--- config.mk ---
export PLATFORM = sky130hd
export DESIGN_NAME = alarm_chime_controller
export DESIGN_NICKNAME = d
export VERILOG_FILES = /design/src/rtl/alarm_chime_controller.sv
export SDC_FILE = /design/constraint.sdc
export NUM_CORES = 1
export LEC_CHECK = 0
export CAP_MARGIN = 40
export CORE_MARGIN = 2
export CORE_UTILIZATION = 50
export CTS_CLUSTER_SIZE = 40
export DETAILED_ROUTE_END_ITERATION = 8
export GPL_TIMING_DRIVEN = 0
export PLACE_DENSITY = 0.75
export SKIP_LAST_GASP = 1
export SLEW_MARGIN = 5
export SYNTH_ARGS = -nofsm -noshare
export SYNTH_HDL_FRONTEND = slang
export SYNTH_SLANG_ARGS = --single-unit
export TNS_END_PERCENT = 10
--- constraint.sdc ---
create_clock -name clk -period 4.5 [get_ports clk]
set_input_delay 0.675 -clock clk [delete_from_list [all_inputs] [get_ports clk]]
set_output_delay 0.675 -clock clk [all_outputs]
set_load 0.02 [all_outputs]
--- src/rtl/alarm_chime_controller.sv ---
// alarm_chime_controller: debounces the level alarm request and turns it into
// a timed, countable buzzer pattern with a driver mute and auto-mute after
// MAX_BEEPS completed beeps.
module alarm_chime_controller #(
  parameter int unsigned DEBOUNCE_CYCLES = 4,
  parameter int unsigned ON_CYCLES       = 3,
  parameter int unsigned OFF_CYCLES      = 2,
  parameter int unsigned MAX_BEEPS       = 5
) (
  input  logic       clk,
  input  logic       reset_L,
  input  logic       CarAlarmSignal,
  input  logic       MuteButton,
  output logic       BuzzerOut,
  output logic       ChimeActive,
  output logic       Muted,
  output logic [3:0] BeepCount
);

  localparam int unsigned CW = 4;

  // Terminal values: a phase ends on the edge where its counter sits at N-1.
  localparam logic [CW-1:0] DEB_LAST = CW'(DEBOUNCE_CYCLES - 1);
  localparam logic [CW-1:0] ON_LAST  = CW'(ON_CYCLES - 1);
  localparam logic [CW-1:0] OFF_LAST = CW'(OFF_CYCLES - 1);
  localparam logic [CW-1:0] BEEP_MAX = CW'(MAX_BEEPS);

  typedef enum logic [1:0] {
    IDLE     = 2'd0,
    BEEP_ON  = 2'd1,
    BEEP_OFF = 2'd2,
    MUTED    = 2'd3
  } state_t;

  state_t        state;
  state_t        state_nx;
  logic [CW-1:0] deb_cnt;
  logic [CW-1:0] deb_nx;
  logic [CW-1:0] tmr;
  logic [CW-1:0] tmr_nx;
  logic [CW-1:0] beeps_nx;
  logic [CW-1:0] beeps_inc_c;

  // Saturating increment of the completed-beep count.
  always_comb begin
    beeps_inc_c = BeepCount;
    if (BeepCount < BEEP_MAX) begin
      beeps_inc_c = BeepCount + CW'(1);
    end
  end

  // Next-state, timer, debounce and beep-count decode.
  always_comb begin
    state_nx = state;
    deb_nx   = deb_cnt;
    tmr_nx   = tmr;
    beeps_nx = BeepCount;

    case (state)
      IDLE: begin
        tmr_nx   = '0;
        beeps_nx = '0;
        if (CarAlarmSignal) begin
          if (deb_cnt >= DEB_LAST) begin
            state_nx = BEEP_ON;
            deb_nx   = '0;
          end else begin
            deb_nx = deb_cnt + CW'(1);
          end
        end else begin
          deb_nx = '0;
        end
      end

      BEEP_ON: begin
        deb_nx = '0;
        if (MuteButton) begin
          // Interrupted beep is not counted.
          state_nx = MUTED;
          tmr_nx   = '0;
        end else if (tmr >= ON_LAST) begin
          tmr_nx   = '0;
          beeps_nx = beeps_inc_c;
          if (beeps_inc_c == BEEP_MAX) begin
            state_nx = MUTED;
          end else begin
            state_nx = BEEP_OFF;
          end
        end else begin
          tmr_nx = tmr + CW'(1);
        end
      end

      BEEP_OFF: begin
        deb_nx = '0;
        if (MuteButton) begin
          state_nx = MUTED;
          tmr_nx   = '0;
        end else if (tmr >= OFF_LAST) begin
          tmr_nx = '0;
          // Alarm level sampled on the expiry edge decides; no re-debounce.
          if (CarAlarmSignal) begin
            state_nx = BEEP_ON;
          end else begin
            state_nx = IDLE;
            beeps_nx = '0;
          end
        end else begin
          tmr_nx = tmr + CW'(1);
        end
      end

      MUTED: begin
        deb_nx = '0;
        tmr_nx = '0;
        if (!CarAlarmSignal) begin
          state_nx = IDLE;
          beeps_nx = '0;
        end
      end

      default: begin
        state_nx = IDLE;
        deb_nx   = '0;
        tmr_nx   = '0;
        beeps_nx = '0;
      end
    endcase
  end

  // State, counters and outputs; outputs decoded from the next state.
  always_ff @(posedge clk or negedge reset_L) begin
    if (!reset_L) begin
      state       <= IDLE;
      deb_cnt     <= '0;
      tmr         <= '0;
      BeepCount   <= '0;
      BuzzerOut   <= 1'b0;
      ChimeActive <= 1'b0;
      Muted       <= 1'b0;
    end else begin
      state       <= state_nx;
      deb_cnt     <= deb_nx;
      tmr         <= tmr_nx;
      BeepCount   <= beeps_nx;
      BuzzerOut   <= (state_nx == BEEP_ON);
      ChimeActive <= (state_nx == BEEP_ON) || (state_nx == BEEP_OFF);
      Muted       <= (state_nx == MUTED);
    end
  end

endmodule

# Word-level counts from Yosys, hierarchy flattened
# Index checks and enable logic that the tools add are counted.
# W data, S select, Z words.
# word_totals
ff_bits	17
latch_bits	0
ramBits	0
romBits	0
inputBits	4
output_inout_bits	7
mem_count	0
# op_classes
n_addsub	3
multipliers	0
div	0
order_cmp	4
eq_ne	11
shifts	0
mux	25
bitwise_logic	0
n_reduce_logical	5
# ops
cell	n
$mux W4	12
$pmux W4 S4	1
$mux W2	7
$add A4 B1 Y4 const B	3
$pmux W4 S3	1
$eq A2 B2 Y1 const B	4
$ge A4 B2 Y1 const B	2
$ne A2 B2 Y1 const B	4
$pmux W2 S4	1
$pmux W4 S2	1
$eq A2 B1 Y1 const B	2
$eq A4 B3 Y1 const B	1
$ge A4 B1 Y1 const B	1
$lt A4 B3 Y1 const B	1
$reduce_and A4 Y1	1
$reduce_or A3 Y1	1
$logic_not A2 Y1	1
$mux W1	2
$reduce_or A2 Y1	1
$logic_or A1 B1 Y1	1

# Longest topological paths before layout
# logic_depth
word_depth	9
ltp_mapped	8
depth_no_buf	8

# Worst setup path after synthesis
# OpenSTA, ideal clock, no wires.
# synth_timing
path_type	input to register
from	in MuteButton
to	reg BeepCount[1]
arrival_time_ns	1.679
t_required_ns	4.374
setup_slack_ns	2.695
cell_stages	4
path_buffers	0
path_cell_list	or3_1 -> o22a_1 -> and3b_4 -> a221o_1
# synth_between
elab_chain_cells	2
elab_cells_between_ends	3
# synth_rtl
item	line	text
start, declared	13	input logic MuteButton,
$ne A2 B2 Y1 (no source line)	n/a	
$reduce_and A4 Y1 (no source line) *	n/a	
end signal, assigned	145	BeepCount <= beeps_nx;
end, declared	17	output logic [3:0] BeepCount
# Mark *: on every way between the ends. The rest lies on a longest branch, timed or not.
# A chain may end at the register's enable or synchronous reset.

# Worst setup path in the final report
# Ends and elaborated chain as after synthesis.

==> results.ini <==
[outcome]
status = finished, final reports clean

[logic_synthesis]
synth_warnings = 0
netlist_area_sq_um = 942.2
syn_avg_cell_area_sq_um = 10.24
synth-seq-area-share_pct = 45.15
syn_inst = 92
ys_types = 37
ys_ff_latch = 17

[finish]
layout.nets = 122
fin_cells = 133
n_fill_cell = 158
syn2layout_area_growth_pct = 17.53
seq_area_sq_um = 425.4
multi_input_area_sq_um = 471.7
utilization_pct = 63.44
final_common_cell = dfrtp_1
final_cell_mix = dfrtp_1, nor2_1, inv_1, clkdlybuf4s50_1, ha_1
antenna-diode-count = 0
design_area_sq_mm = 0.001107
drive_gt1_share_pct = 9.259

[floorplan]
num_io_pins = 11
coreArea_sq_mm = 0.001745
num_rows = 15
die_area_sq_mm = 0.002248
die_h_microns = 47.41
die_x_microns = 47.41
start_util_pct = 53.98

[place]
placed_area_sq_mm = 0.001081
portBuffers = 10
gp_congestion = 0.7878
dp.final_hpwl_microns = 1224
dp_cells = 129

[timing]
fin_setup_tns_ns = 0
setup_viol = 0
fin_crit_sh_pct = 47.45
worst_pin_slew_ns = 0.7350
finalHoldViolations = 0
min_period_ns = 2.135
drv_slew = 0
rsz0062_at_grt = no
relSlewSlack_pct = 50.85
fmax_ghz = 0.4683
fin_skew_ns = 0.004511

[pwr]
vdd_drop_max_mv = 0.2922
combPwrFrac_pct = 46.1
powerDensity_mw_per_mm2 = 486.3
internal-power_uw = 335.2
total_power_uw = 538.5
leakage_uw = 0.0004951
switching_power_uw = 203.3
clkPwrFrac_pct = 14.7
p_seq_share_pct = 39.2
sw_frac_of_total_pct = 37.76

[critical_path]
critPathTopFamily = simple AND/OR/NAND/NOR gates
end_kind = flip-flop
slowest_delay_ns = 0.51
slowest_stage = clkdlybuf4s50_1
critPathKind = primary input to flip-flop
critPathLaunch = MuteButton
crit_buf_inv = 1
reg2reg_from = tmr[1]
start_kind = primary input
cp.arrival_ns = 2.31
critPathMaxFanout = 6
cp.required_ns = 4.68
crit_chain = clkdlybuf4s50_1 -> or3_1 -> o22a_1 -> and3b_4 -> a221o_1

[clock_tree]
cts.clk_slew.worst_paths_ns = 0.09
cts_buffers = 3
htree_levels = 1
ctsHoldBuffers = 0
cts-resized-gates = 0
cts_tree = yes
postCtsSetupBuffers = 0
clock_latency_ns = 0.28
cts_buffer_depth = 2
clock-sinks = 17
cts_root_buf = clkbuf_4

[route]
drcViolationCount = 0
ant_nets = 0
wl_microns = 1571
via_per_inst = 5.090
drtIter0Drc = 10
detail_route.wl_per_cell_microns = 11.81
firstDrtPassIters = 4
via_count = 677

[global_routing]
grt_pass1_wl_microns = 2580
grt_max_degree = 18
track_usage_pct = 16.77
grt_overflow_total = 0
grt_pass1_vias = 602
antenna_found_initial = 0

[worst_hold_path]
hold_class = flip-flop to flip-flop
worstHoldStart = deb_cnt[0]

[flow_run]
drv_cap = 0

[layer usage]
layer	track usage [%]	part of all wire (%)
met4	8.333	1.7
met2	25.95	49
met1	23.04	47
met3	2.264	2.8
met5	0	0
[synthesized netlist by cell type, drive strengths merged]
cell type | count | area [sq um]
a31oi | 1 | 6.260
o2bb2ai | 1 | 8.760
a41oi | 1 | 8.760
nand3 | 2 | 10.01
conb | 1 | 3.750
a221oi | 1 | 8.760
or3 | 1 | 6.260
buf | 1 | 11.26
nand2b | 3 | 18.77
inv | 10 | 37.54
o21ai | 3 | 15.01
nand2 | 5 | 18.77
nor4b | 2 | 23.77
nor4 | 2 | 18.77
and3b | 2 | 22.52
nor3 | 2 | 10.01
xnor2 | 1 | 8.760
nor2 | 11 | 41.29
dfrtp | 17 | 425.4
a311oi | 1 | 8.760
a21oi | 2 | 10.01
clkbuf | 1 | 3.750
a21o | 1 | 7.510
a22o | 1 | 8.760
o22a | 2 | 17.52
nor2b | 2 | 15.02
a221o | 2 | 20.02
o21a | 1 | 7.510
mux2i | 1 | 10.01
ha | 9 | 112.6
and2b | 1 | 8.760
a211oi | 1 | 7.510
[layout make-up]
| class | count | area share [%] |
|---|---|---|
| multi-input combinational | 65 | 42.60 |
| sequential | 17 | 38.42 |
| timing repair buffer | 10 | 9.040 |
| inverter | 10 | 3.390 |
| tap | 25 | 2.825 |
| clock buffer | 4 | 2.373 |
| buffer | 2 | 1.356 |
[per-stage QoR]
step	setup WS [ns]	hold slack, ns
2_1_floorplan	2.695	0.3794
3_3_place_gp	2.105	0.4228
3_5_place_dp	2.098	0.4290
4_1_cts	2.385	0.4424
5_1_grt	2.277	0.4528
6_report	2.365	0.4336
[path summary, 6_finish.rpt]
| path | end | slack (ns) | cells past startpoint |
|---|---|---|---|
| setup / recovery | BeepCount[1] | 2.36 | 5 |
| hold / removal | deb_cnt[0] | 0.43 | 1 |
| setup reg to reg | ChimeActive | 2.44 | 8 |
| hold reg to reg | deb_cnt[0] | 0.43 | 1 |
| max in group asynchronous | ChimeActive | 3.22 | 1 |
| min in group asynchronous | tmr[2] | 0.82 | 1 |
[sequential cells by signal (all words and copies together) (netlist names)]
name and flops:
BeepCount 4, BuzzerOut 1, ChimeActive 1, Muted 1
deb_cnt 4, state 2, tmr 4
[cell families (layout without fill, tap and decap cells)]
kind of cell / count (synthesis) / count (layout) / synth area share (%)
AO/OA/AOI/OAI: 18 / 18 / 14.34
XOR/XNOR: 1 / 1 / 0.9298
adder cells (fa/ha/maj): 9 / 9 / 11.95
buffers and inverters: 12 / 26 / 5.578
flip-flops: 17 / 17 / 45.15
multiplexers: 1 / 1 / 1.062
other: 1 / 3 / 0.3980
AND/OR/NAND/NOR: 33 / 33 / 20.59
[power groups by stage]
stage	sequential [uW]	clock, uW	combinational [uW]
2_1_floorplan	232	0	152
3_3_place_gp	212	0	240
3_5_place_dp	214	0	249
4_1_cts	210	84.0	250
5_1_grt	216	89.7	275
6_report	211	79.3	248
(Power assumes the default switching activity.)
